<file path="config.mk">
export PLATFORM = sky130hd
export DESIGN_NAME = hazard_unit_mc
export DESIGN_NICKNAME = d
export VERILOG_FILES = /design/src/rtl/hazard_unit_mc.sv
export SDC_FILE = /design/constraint.sdc
export NUM_CORES = 1
export LEC_CHECK = 0
export ABC_AREA = 1
export CAP_MARGIN = 25
export CORE_MARGIN = 3
export CORE_UTILIZATION = 29
export CTS_BUF_LIST = sky130_fd_sc_hd__clkbuf_16
export DETAILED_ROUTE_END_ITERATION = 8
export PLACE_DENSITY_LB_ADDON = 0.25
export SLEW_MARGIN = 20
export SYNTH_ARGS = -nofsm -noshare
export SYNTH_HDL_FRONTEND = slang
export SYNTH_SLANG_ARGS = --single-unit
</file>
<file path="constraint.sdc">
create_clock -name clk -period 1.3 [get_ports clk]
set_input_delay 0.195 -clock clk [delete_from_list [all_inputs] [get_ports clk]]
set_output_delay 0.195 -clock clk [all_outputs]
set_load 0.01 [all_outputs]
</file>
<file path="src/rtl/hazard_unit_mc.sv">
// hazard_unit_mc: hazard/forwarding controller for a 5-stage in-order RV pipeline.
//
// Handles operand forwarding into E, load-use stalls of LOAD_LAT bubbles
// (x0 excluded), and stalls for a multi-cycle execute unit (MDU). A taken
// branch in E flushes D/E and cancels any pending load-use stall.
//
// Ports:
//   clk, rst_n                 clock (rising edge), async active-low reset
//   Rs1D, Rs2D                 source registers in D
//   Rs1E, Rs2E, RdE            sources / destination in E
//   RdM, RdW                   destinations in M / W
//   reg_writeM, reg_writeW     register write enables in M / W
//   result_srcE                result select in E (2'b01 = load)
//   pc_srcE                    taken branch/jump resolved in E
//   mdu_startE, mdu_done       multi-cycle op in E / MDU result valid
//   forward_AE, forward_BE     00 regfile, 01 W result, 10 M ALU result
//   stallF, stallD, stallE     hold PC / IF-ID / ID-EX
//   flushD, flushE, flushM     bubble IF-ID / ID-EX / EX-MEM
//   stall_cycles, flush_cycles saturating performance counters
//
// Optional feature: define HAZARD_PERF_CNT_EN to build the performance
// counters. Without it both counter ports are tied to zero.

module hazard_unit_mc #(
    parameter int unsigned REG_AW   = 5,
    parameter int unsigned LOAD_LAT = 1,
    parameter int unsigned CNT_W    = 32
) (
    input  logic              clk,
    input  logic              rst_n,
    input  logic [REG_AW-1:0] Rs1D,
    input  logic [REG_AW-1:0] Rs2D,
    input  logic [REG_AW-1:0] Rs1E,
    input  logic [REG_AW-1:0] Rs2E,
    input  logic [REG_AW-1:0] RdE,
    input  logic [REG_AW-1:0] RdM,
    input  logic [REG_AW-1:0] RdW,
    input  logic              reg_writeM,
    input  logic              reg_writeW,
    input  logic [1:0]        result_srcE,
    input  logic              pc_srcE,
    input  logic              mdu_startE,
    input  logic              mdu_done,
    output logic [1:0]        forward_AE,
    output logic [1:0]        forward_BE,
    output logic              stallF,
    output logic              stallD,
    output logic              stallE,
    output logic              flushD,
    output logic              flushE,
    output logic              flushM,
    output logic [CNT_W-1:0]  stall_cycles,
    output logic [CNT_W-1:0]  flush_cycles
);

    localparam int unsigned LCNT_W = $clog2(LOAD_LAT) + 1;

    typedef enum logic [0:0] {StIdle, StBusy} mdu_state_e;

    // ------------------------------------------------------------------
    // Forwarding: M beats W, x0 never forwards.
    // ------------------------------------------------------------------
    always_comb begin
        forward_AE = 2'b00;
        if (Rs1E != '0) begin
            if (reg_writeM && (Rs1E == RdM)) begin
                forward_AE = 2'b10;
            end else if (reg_writeW && (Rs1E == RdW)) begin
                forward_AE = 2'b01;
            end
        end
    end

    always_comb begin
        forward_BE = 2'b00;
        if (Rs2E != '0) begin
            if (reg_writeM && (Rs2E == RdM)) begin
                forward_BE = 2'b10;
            end else if (reg_writeW && (Rs2E == RdW)) begin
                forward_BE = 2'b01;
            end
        end
    end

    // ------------------------------------------------------------------
    // Load-use stall. The hit cycle is the first bubble; lcnt covers the
    // remaining LOAD_LAT-1 bubbles.
    // ------------------------------------------------------------------
    logic [LCNT_W-1:0] lcnt_q, lcnt_d;
    logic              ld_hit;
    logic              lstall;

    assign ld_hit = (result_srcE == 2'b01) && (RdE != '0) &&
                    ((Rs1D == RdE) || (Rs2D == RdE)) &&
                    !pc_srcE && (lcnt_q == '0);
    assign lstall = ld_hit || (lcnt_q != '0);

    always_comb begin
        lcnt_d = lcnt_q;
        if (pc_srcE) begin
            // The dependent instruction in D is being flushed.
            lcnt_d = '0;
        end else if (ld_hit) begin
            lcnt_d = LCNT_W'(LOAD_LAT - 1);
        end else if (lcnt_q != '0) begin
            lcnt_d = lcnt_q - LCNT_W'(1);
        end
    end

    always_ff @(posedge clk or negedge rst_n) begin
        if (!rst_n) begin
            lcnt_q <= '0;
        end else begin
            lcnt_q <= lcnt_d;
        end
    end

    // ------------------------------------------------------------------
    // MDU stall FSM. A start that completes in the same cycle never stalls.
    // ------------------------------------------------------------------
    mdu_state_e state_q, state_d;
    logic       mstall;

    always_ff @(posedge clk or negedge rst_n) begin
        if (!rst_n) begin
            state_q <= StIdle;
        end else begin
            state_q <= state_d;
        end
    end

    always_comb begin
        state_d = state_q;
        mstall  = 1'b0;
        case (state_q)
            StIdle: begin
                if (mdu_startE && !mdu_done && !pc_srcE) begin
                    state_d = StBusy;
                    mstall  = 1'b1;
                end
            end
            StBusy: begin
                if (mdu_done) begin
                    state_d = StIdle;
                end else begin
                    mstall = 1'b1;
                end
            end
            default: state_d = StIdle;
        endcase
    end

    // ------------------------------------------------------------------
    // Stall / flush combination. E is never bubbled while it holds the MDU op.
    // ------------------------------------------------------------------
    logic stall_fd;

    always_comb begin
        stall_fd = (lstall || mstall) && !pc_srcE;
        stallF   = stall_fd;
        stallD   = stall_fd;
        stallE   = mstall;
        flushD   = pc_srcE;
        flushE   = (pc_srcE || lstall) && !mstall;
        flushM   = mstall;
    end

    // ------------------------------------------------------------------
    // Performance counters
    // ------------------------------------------------------------------
`ifdef HAZARD_PERF_CNT_EN
    logic [CNT_W-1:0] stall_cnt_q;
    logic [CNT_W-1:0] flush_cnt_q;

    always_ff @(posedge clk or negedge rst_n) begin
        if (!rst_n) begin
            stall_cnt_q <= '0;
            flush_cnt_q <= '0;
        end else begin
            if (stall_fd && (stall_cnt_q != '1)) begin
                stall_cnt_q <= stall_cnt_q + CNT_W'(1);
            end
            if ((flushD || flushE || flushM) && (flush_cnt_q != '1)) begin
                flush_cnt_q <= flush_cnt_q + CNT_W'(1);
            end
        end
    end

    assign stall_cycles = stall_cnt_q;
    assign flush_cycles = flush_cnt_q;
`else
    assign stall_cycles = '0;
    assign flush_cycles = '0;
`endif

endmodule

</file>
==> impl_results.md <==
- Run status: finished, final reports clean
- Yosys top cell area share: 45.5%
- Final Core Density: 42.5%
- Maxcap violations: 0
- Number of distinct library cells after synthesis: 21
- Clock power share: 0%
- Port bufs: 53
- Final setup violation count: 0
- Largest net degree at the start of global routing: 6
- DIE HEIGHT: 67.8 µm
- Clk Latency, worst-skew pair: 0 ps
- P_int: 0.215 mW
- Starting density of the core: 31.7%
- Slowest cell on crit path: dlygate4sd2_1
- Post-synthesis cell area: 1110 µm²
- Startpoint types: input pin
- Fin crit period: 1250 ps
- N_diodes: 0
- Nets@finish: 304
- DR vias/cell: 3.69
- Routed len/inst: 9.68 µm
- Fin Clk Skew: 0 ps
- Final Max Slew Viols: 0
- Drt first pass iters: 4
- Mean Syn Cell Area: 5.73 µm²
- Maximum fanout along the worst path: 2
- Largest regs: state_q (1)
- Crit end category: output pin
- Antenna Nets Post-Route: 0
- Gr usage total: 11.0%
- Largest reg by FF count: state_q
- Ys async rst share: 100%
- Area Overhead vs Synth: 34.2%
- Post-synth EDFFs: 0
- Top FF cell, synth: dfrtp_1
- Initial detailed-routing violation count: 44
- Power share of the combinational group: 92.8%
- Number of global-route vias before repair: 943
- Arr. time, crit path: 1060 ps
- Sequential area share after synthesis: 2.26%
- Worst-path clk slew: 0 ps
- Total number of vias: 1,122
- Hold Crit Class: in -> async
- Worst-path cell chain: dlygate4sd2_1, xnor2_1, nand3_1, nand2_1, nand2_2, a21oi_2, buf_2
- Synth top cells by count: 67 x buf_4, 32 x nand2_1, 29 x inv_1
- Max stage delay on crit path: 240 ps
- Core ar.: 3490 µm²
- I/O pins: 118
- Hpwl dp: 2.44 mm
- Register bit total from synthesis: 1
- TNS Setup: 0 ps
- Net Sw Frac: 55.2%
- Congestion Overflow GR: 0
- Die width: 67.8 µm
- DIE AREA: 4590 µm²
- Cell with the most instances after synthesis: buf_4
- Ys Warns: 0
- Net switching power figure: 0.265 mW
- Tcrit/Tclk final: 96.5%
- Drt total wl: 2.94 mm
- CP Data Required Time: 1110 ps
- Synth area leader: buf_4
- Power Density: 324 nW/µm²
- Global-route wire length before repair: 4.08 mm
- Synth area leaders: buf_4 45%, nand2_1 11%, inv_1 9.8%
- Share of cells above drive strength 1: 38.0%
- Initial antenna violation count: 0
- Worst IR Drop VDD: 0.123 mV
- Seq pwr share: 7.2%
- Largest register FFs: 1
- Fillers: 420
- Pleak: 0.904 nW
- Type of the worst setup path: in -> out
- Cells after Synth: 193
- DRC errors left: 0
- Row count: 21
- Final hold vios: 0
- Highest clock rate: 797 MHz
- Routability congestion estimate: 0.835
metrics by stage:
stage               std cells  instance area (µm²)  power [mW]  worst slack [ps]  hold slack (ps)
floorplan                 256                 1350       0.395              60.0             -101
global placement          295                 1480       0.466              -773              344
detailed placement        295                 1480       0.466              -779              349
CTS                       304                 1520       0.463             0.735              349
global route              304                 1480       0.533             -10.6              358
finish                    304                 1480       0.481              45.1              347
metal layers:
metal / track usage [%] / up-vias / wire length (µm)
li1: - / 596 / -
met1: 14.7 / 458 / 1130
met2: 20.2 / 66 / 1480
met3: 0.832 / 2 / 303
met4: 0 / 0 / 26
met5: 0 / - / 0
cells by family (layout without fill, tap and decap cells):
logic type | count (synthesis) | in the layout | share of synthesized area, %
other cells | 1 | 64 | 0.339
flops | 1 | 1 | 2.26
simple gates | 70 | 70 | 26.1
xor+xnor | 7 | 7 | 5.54
compound gates | 16 | 16 | 9.73
buf+inv | 98 | 100 | 56.0
worst paths after layout:
| kind | slack [ps] | startpoint | cells after the start | endpoint |
|---|---|---|---|---|
| max | 50 | Rs1D[4] | 7 | stallF |
| min | 350 | rst_n | 1 | state_q |
| max reg2reg | 580 | state_q | 3 | state_q |
| min reg2reg | 640 | state_q | 3 | state_q |
| max in group asynchronous | 850 | rst_n | 1 | state_q |
| min in group clk | 620 | mdu_done | 3 | state_q |
what timing repair did:
item	4_1_cts	5_1_grt
setup buffers	9	0
pin swaps	41	25
gates resized for setup	157	56
hold buffers	0	0
setup endpoints to repair	10	9
gates cloned	0	0
power by group through the flow:
stage                     logic [mW]  registers, mW  clock network [mW]
after floorplan                0.361         0.0341                   0
after global placement         0.432         0.0341                   0
after detailed placement       0.432         0.0347                   0
final                          0.446         0.0344                   0
after CTS                      0.428         0.0344                   0
after global routing           0.499         0.0345                   0
cell type report:
type	instances	area [µm²]	share of cell area [%]
timing repair buffer	69	462	31.1
inverter	31	116	7.84
tap	46	57.6	3.88
multi-input combinational	157	823	55.5
sequential	1	25.0	1.69
critical path: cells and delay by family:
family	cells	cell delay (ps)
buffers and inverters	2	380
AND/OR/NAND/NOR	3	220
XOR/XNOR	1	140
AO/OA/AOI/OAI	1	120
layout by cell type (no fill, tap or decap), drive strengths merged, types with 3 or more instances in the layout:
cell,instances
dlygate4sd2,9
o21ai,3
o2111ai,3
nor3,4
buf,44
o22ai,3
inv,31
conb,64
clkbuf,12
nor2,23
a21oi,5
xnor2,7
nand2,34
nand3,6
No activity file was read; power rests on OpenSTA's default activity.
